[src/rtl/map_fetch.sv]
// Streams the rows of one map ROM bank to a ready/valid consumer, forward or reverse.
// Each row takes an address cycle, a capture cycle and a hold cycle that waits for the consumer.
module map_fetch #(
  parameter int NUM_MAPS = 3,
  parameter int ROW_W    = 8,
  parameter int ROWS     = 8,
  localparam int SEL_W   = (NUM_MAPS > 1) ? $clog2(NUM_MAPS) : 1,
  localparam int ADDR_W  = $clog2(ROWS)
) (
  input  logic                      clk,
  input  logic                      rst,
  input  logic                      start,
  input  logic [SEL_W-1:0]          map_sel,
  input  logic                      reverse,
  output logic [ADDR_W-1:0]         rom_addr,
  input  logic [NUM_MAPS*ROW_W-1:0] rom_data,
  output logic [ROW_W-1:0]          row_data,
  output logic [ADDR_W-1:0]         row_idx,
  output logic                      row_valid,
  input  logic                      row_ready,
  output logic                      busy,
  output logic                      done,
  output logic                      err
);

  typedef enum logic [2:0] {
    IDLE,
    ADDR,
    CAPT,
    HOLD,
    FIN
  } state_t;

  localparam logic [SEL_W:0]    MAP_LIMIT = (SEL_W + 1)'(NUM_MAPS);
  localparam logic [ADDR_W-1:0] LAST_FWD  = ADDR_W'(ROWS - 1);

  state_t              state;
  state_t              state_nxt;
  logic [SEL_W-1:0]    sel_q;
  logic                rev_q;
  logic [ADDR_W-1:0]   ctr;
  logic [ADDR_W-1:0]   ctr_step;
  logic [ROW_W-1:0]    bank_row;
  logic                sel_ok;
  logic                accept;
  logic                last_row;

  // One extra bit keeps the compare honest when NUM_MAPS is a power of two.
  assign sel_ok   = ({1'b0, map_sel} < MAP_LIMIT);
  assign accept   = (state == HOLD) && row_valid && row_ready;
  assign last_row = rev_q ? (ctr == '0) : (ctr == LAST_FWD);
  assign ctr_step = rev_q ? (ctr - ADDR_W'(1)) : (ctr + ADDR_W'(1));

  assign busy = (state != IDLE);
  assign done = (state == FIN);

  always_comb begin
    // NOTE: every combinational output gets a default first so no path leaves it unassigned (no latch).
    bank_row = '0;
    for (int k = 0; k < NUM_MAPS; k++) begin
      if (sel_q == SEL_W'(k)) begin
        bank_row = rom_data[k*ROW_W +: ROW_W];
      end
    end
  end

  always_ff @(posedge clk or posedge rst) begin
    // NOTE: sequential state uses non-blocking assignments so all registers update together at the edge.
    if (rst) begin
      state <= IDLE;
    end else begin
      state <= state_nxt;
    end
  end

  always_comb begin
    state_nxt = state;
    unique case (state)
      IDLE: if (start && sel_ok) state_nxt = ADDR;
      ADDR: state_nxt = CAPT;
      CAPT: state_nxt = HOLD;
      HOLD: if (accept) state_nxt = last_row ? FIN : ADDR;
      FIN:  state_nxt = IDLE;
      default: state_nxt = IDLE;
    endcase
  end

  // rom_addr is loaded on entry to ADDR so the banks see it for the whole ADDR cycle;
  // their registered read then lands on rom_data during CAPT.
  always_ff @(posedge clk or posedge rst) begin
    if (rst) begin
      sel_q     <= '0;
      rev_q     <= 1'b0;
      ctr       <= '0;
      rom_addr  <= '0;
      row_data  <= '0;
      row_idx   <= '0;
      row_valid <= 1'b0;
      err       <= 1'b0;
    end else begin
      err <= 1'b0;
      unique case (state)
        IDLE: begin
          if (start) begin
            if (sel_ok) begin
              sel_q    <= map_sel;
              rev_q    <= reverse;
              ctr      <= reverse ? LAST_FWD : '0;
              rom_addr <= reverse ? LAST_FWD : '0;
            end else begin
              err <= 1'b1;
            end
          end
        end
        CAPT: begin
          row_data  <= bank_row;
          row_idx   <= ctr;
          row_valid <= 1'b1;
        end
        HOLD: begin
          if (accept) begin
            row_valid <= 1'b0;
            if (!last_row) begin
              ctr      <= ctr_step;
              rom_addr <= ctr_step;
            end
          end
        end
        default: ;
      endcase
    end
  end

endmodule

[config.mk]
export PLATFORM = sky130hd
export DESIGN_NAME = map_fetch
export DESIGN_NICKNAME = d
export VERILOG_FILES = /design/src/rtl/map_fetch.sv
export SDC_FILE = /design/constraint.sdc
export NUM_CORES = 1
export LEC_CHECK = 0
export BUFFER_PORTS_ARGS = -buffer_cell sky130_fd_sc_hd__buf_2
export CORE_ASPECT_RATIO = 2
export CORE_MARGIN = 3
export CORE_UTILIZATION = 35
export CTS_CLUSTER_SIZE = 20
export DETAILED_ROUTE_END_ITERATION = 6
export MAX_ROUTING_LAYER = met4
export SYNTH_ARGS = -nofsm -noshare
export SYNTH_HDL_FRONTEND = slang
export SYNTH_SLANG_ARGS = --single-unit
[constraint.sdc]
create_clock -name clk -period 4.6 [get_ports clk]
set_input_delay 0.23 -clock clk [delete_from_list [all_inputs] [get_ports clk]]
set_output_delay 0.23 -clock clk [all_outputs]
set_load 0.005 [all_outputs]
==> results of run 1 <==
-- power by group --
| group | switching, uW | total [uW] | internal, uW |
|---|---|---|---|
| Combinational | 159 | 322 | 163 |
| Sequential | 77.0 | 345 | 268 |
| Clock | 65.4 | 182 | 116 |
-- routing by layer --
| layer | up-vias | wire [um] | global-route usage |
|---|---|---|---|
| li1 | 520 | - | - |
| met1 | 498 | 996 | 0.133 |
| met2 | 29 | 1580 | 0.269 |
| met3 | 5 | 148 | 0.0206 |
| met4 | 0 | 56 | 0.0781 |
| met5 | - | 0 | - |
-- layout make-up --
| class | count | area share |
|---|---|---|
| multi-input cells | 90 | 0.386 |
| well taps | 31 | 0.0259 |
| repair buffers | 48 | 0.160 |
| clock buffers | 3 | 0.0276 |
| flip-flops and latches | 22 | 0.368 |
| clock inverters | 1 | 0.0201 |
| inverters | 5 | 0.0125 |
-- flip-flops by register name (all words and copies together) (netlist names) --
register	cells
row_data	8
rom_addr	3
row_idx	3
state	3
sel_q	2
err	1
rev_q	1
row_valid	1
-- cells by family (layout without fill, tap and decap cells) --
group / after synthesis / in the layout / share of synthesized area
and+or+nand+nor: 43 / 43 / 0.174
AOI/OAI and AO/OA: 32 / 32 / 0.172
xor gates and xnor gates: 1 / 1 / 0.00744
DFF: 22 / 22 / 0.468
adders and majority gates: 1 / 1 / 0.0170
muxes: 13 / 13 / 0.116
buffers and inverters: 13 / 57 / 0.0457
-- cells in the mapped netlist --
cell type  number  area share
nor3_1          4       0.017
or3b_1          1      0.0074
o211ai_1        1      0.0064
or2_2           1      0.0053
o31a_1          1      0.0074
nor2b_1         1      0.0053
clkbuf_1        4       0.013
a22oi_1         1      0.0064
fa_1            1       0.017
nand2_1         7       0.022
o21ai_0         4       0.017
xor2_1          1      0.0074
and2_1          1      0.0053
a21o_1          1      0.0064
a21boi_4        1       0.016
nor3_2          1      0.0085
mux2_1          1      0.0096
nor2_1         21       0.067
o21a_1          1      0.0064
o221ai_1        1      0.0074
inv_1           5       0.016
a21oi_1        18       0.077
mux2_2          4       0.038
nand4b_1        1      0.0074
buf_2           4       0.017
nand3_1         1      0.0042
nand3b_1        2       0.013
mux2i_1         8       0.068
o311ai_0        1      0.0074
or3_1           1      0.0053
dfrtp_1        22        0.47
o22a_1          2       0.015
nor3b_1         1      0.0064
-- worst max-delay path: cells and delay by family (launching register included) --
| kind | cells | cell delay (ns) |
|---|---|---|
| flops | 1 | 0.49 |
| fa+ha+maj | 1 | 0.44 |
| compound gates | 2 | 0.40 |
| simple gates | 1 | 0.32 |
| xor+xnor | 1 | 0.17 |
| buf+inv | 1 | 0.11 |
-- path summary, 6_finish.rpt --
kind / from / end
min reg2reg: row_idx[1] / row_idx[1]
max in group asynchronous: rst / state[2]
min: rst / row_data[4]
min in group clk: reverse / rev_q
max reg2reg: rom_addr[0] / rom_addr[2]
max: rom_addr[0] / rom_addr[2]
-- through the flow --
| step | cells | power, uW | area, sq um |
|---|---|---|---|
| 3_3_place_gp | 196 | 666 | 1430 |
| 5_1_grt | 200 | 916 | 1500 |
| 3_5_place_dp | 196 | 677 | 1430 |
| 6_report | 200 | 849 | 1500 |
| 2_1_floorplan | 125 | 555 | 1180 |
| 4_1_cts | 200 | 860 | 1500 |
==> impl_metrics.ini, run 1 <==
[floorplan]
die_width_um = 47.0
start_util = 0.369
die_h_um = 88.0
die_area_sq_um = 4140
core_sq_um = 3190
row_count = 29
num_io_pins = 49

[grt]
grt_pass1_vias = 1027
grt_overflow = 0
grt_first_pass_wirelength_um = 4250
grt.total_usage = 0.147
antenna_found_initial = 0
grt_max_degree = 23

[detailed_routing]
drc = 0
dr.pass1.iters = 5
drtIter0Drc = 21
ant_nets = 0
via_count = 1052
wirelength_um = 2790
via_per_inst = 5.26
wire_per_inst_um = 13.9

[yosys]
netlist_instances = 125
synth_area_per_cell_sq_um = 9.42
synth_warnings = 0
netlist_area_sq_um = 1180
synth-seq-cells = 22
syn_nets = 157
seq_area_frac_synth = 0.468
synth_cell_type_count = 33

[placement]
dpl_worst_slack_ns = 2.56
io_buffers = 48
place_hpwl_um = 2270
gp_congestion = 0.834

[sta]
tns_ns = 0
rsz0062_at_grt = false
fmax_mhz = 489
finalWorstSetupSlack_ns = 2.55
slew_headroom = 0.263
setup_viol = 0
period_minus_slack_ns = 2.05
timing.hold.ws_ns = 0.0996
worst_pin_slew_ns = 1.10
skew_ns = 0.00490
drv_slew = 0
timing.final.hold_violations = 0
period_share = 0.445

[clock_network]
clockRootBuffer = clkbuf_8
cts_made_buffers = 3
cts_max_path_buffers = 2
clk_pin_slew_ns = 0.08
cts_hold_buf = 0
cts_resized = 0
h-tree-depth = 1
insertion_delay_ns = 0.27
cts_tree = yes
cts_setup_buffers = 0
cts.sinks = 22

[power_and_ir_drop]
p_leak_uw = 0.000716
irDropWorstVdd_mv = 0.338
power_density_nw_per_um2 = 567

[cells_and_area]
final_cell_mix = buf_2 (48), dfrtp_1 (22), nor2_1 (21), a21oi_1 (18), mux2i_1 (8)
ff_latch_area_sq_um = 551
antenna_cells = 0
area_growth_pct = 27.2
multi_input_area_sq_um = 578
final_common_cell = buf_2
layout-drive-gt1-share = 0.355
num-fill-cells = 309
nets = 202
finish.utilization = 0.469

[critical_path]
crit_type = flop to flop
start_kind = flop
slowest_stage = dfrtp_1
reg2regPathDepth = 6
slowest_delay_ns = 0.49
cp_cell_sequence = inv_1 > fa_1 > xor2_1 > or3_1 > o311ai_0 > o21ai_0
cp_data_required_time_ns = 4.74
r2r_setup_slack_ns = 2.55
crit_path_max_fanout = 10
cp.arrival_ns = 2.19
crit_path_end_kind = flop

[outcome]
status = finished, final reports clean

[hold_path]
hp-class = primary input to async pin

[run]
drv_cap = 0
Power figures use the tool's default switching activity.
==> run 2, diff against run 1 <==
==> constraint.sdc (replaced) <==
create_clock -name clk -period 2 [get_ports clk]
set_input_delay 0.1 -clock clk [delete_from_list [all_inputs] [get_ports clk]]
set_output_delay 0.1 -clock clk [all_outputs]
set_load 0.005 [all_outputs]
==> impl_metrics.ini, run 2 (same netlist as run 1, synthesis figures left out) <==
[outcome]
status = finished, final reports clean

[floorplan]
row_count = 29
core_sq_um = 3190
num_io_pins = 49
start_util = 0.369
die_width_um = 47.0
die_area_sq_um = 4140
die_h_um = 88.0

[critical_path]
crit_path_end_kind = flop
start_kind = flop
cp_data_required_time_ns = 2.13
crit_path_max_fanout = 5
r2r-end = rom_addr[2]
crit_type = flop to flop
reg2reg_from = rev_q
r2r_setup_slack_ns = 0.12
cp.arrival_ns = 2.01
reg2regPathDepth = 6

[sta]
tns_ns = 0
timing.final.hold_violations = 0
fmax_mhz = 533
period_minus_slack_ns = 1.88
timing.hold.ws_ns = 0.00913
slew_headroom = 0.421
rsz0062_at_grt = false
skew_ns = 0.00255
finalWorstSetupSlack_ns = 0.124
period_share = 0.938
setup_viol = 0
drv_slew = 0
worst_pin_slew_ns = 0.868

[clock_network]
cts_setup_buffers = 0
insertion_delay_ns = 0.26
h-tree-depth = 1
cts_made_buffers = 3
cts.sinks = 22
cts_resized = 0
clk_pin_slew_ns = 0.08
clockRootBuffer = clkbuf_8
cts_max_path_buffers = 2
cts_tree = yes
cts_hold_buf = 0

[detailed_routing]
wire_per_inst_um = 14.6
drc = 0
via_per_inst = 5.28
ant_nets = 0
via_count = 1077
wirelength_um = 2980
dr.pass1.iters = 4
drtIter0Drc = 31

[hold_path]
hp-class = primary input to async pin

[grt]
grt_busiest_layer = met2
grt_overflow = 0
antenna_found_initial = 0
grt_max_degree = 23
grtUsageMet3 = 0.0267
grt_pass1_vias = 1083
grt_util_met2 = 0.292
use_met1 = 0.153
grt.total_usage = 0.156
grt_first_pass_wirelength_um = 4670

[placement]
io_buffers = 48
dpl_worst_slack_ns = 0.0578
place_hpwl_um = 2380
gp_congestion = 0.898

[power_and_ir_drop]
p_leak_uw = 0.000731
power_density_nw_per_um2 = 1260
irDropWorstVdd_mv = 0.751
p_total_uw = 1900

[cells_and_area]
final_cell_mix = buf_2 (48), dfrtp_1 (22), nor2_1 (21), a21oi_1 (18), mux2i_1 (8)
nets = 206
num-fill-cells = 314
final_common_cell = buf_2
antenna_cells = 0
top_register = row_data
area_growth_pct = 28.4
largest_reg_flops = 8
layout-drive-gt1-share = 0.370

[run]
drv_cap = 0
## run 2: cell count changes in the layout (fill, tap and decap cells not counted), sizes merged
cell,previous run,this run
bufinv,1,0
clkbuf,3,4
buf,48,52
## run 2: metrics by stage
stage          std cells  instance area (sq um)   util
2_1_floorplan        125                   1180      -
3_3_place_gp         200                   1460  0.456
3_5_place_dp         200                   1460  0.456
4_1_cts              204                   1510  0.473
5_1_grt              204                   1510  0.473
6_report             204                   1510  0.473
## run 2: worst max-delay path by stage
stage	start	to	slack (ns)	cells after the start
2_1_floorplan	rom_addr[0]	rom_addr[2]	0.07	7
3_3_place_gp	rom_addr[0]	rom_addr[2]	0.22	6
3_5_place_dp	rev_q	rom_addr[2]	0.06	6
4_1_cts	rev_q	rom_addr[2]	0.04	6
5_1_grt	rev_q	rom_addr[2]	0.006	6
6_report	rev_q	rom_addr[2]	0.12	6
## run 2: final cells by class
cell class	instances	area, sq um	share of cell area
flip-flops and latches	22	551	0.364
multi-input cells	90	578	0.382
clock buffers	4	55.1	0.0364
inverters	5	18.8	0.0124
well taps	31	38.8	0.0257
repair buffers	52	270	0.179
## run 2: power breakdown
group	total, uW	internal [uW]	leakage [uW]	switching (uW)
logic	823	406	0.000439	417
clock network	315	175	0.0000288	139
registers	765	616	0.000263	149
total	1900	1200	0.000731	705
## run 2: worst max-delay path, stage by stage, from the launching register on
cell and delay [ns]:
dfrtp_1 0.41, inv_1 0.07, fa_1 0.38, xor2_1 0.17
or3_1 0.32, o311ai_1 0.27, o21ai_0 0.13
## run 2: routing by layer
metal,vias to the layer above,routed length (um)
li1,529,-
met2,31,1710
met4,0,24
met1,515,1100
met3,2,142
met5,-,0
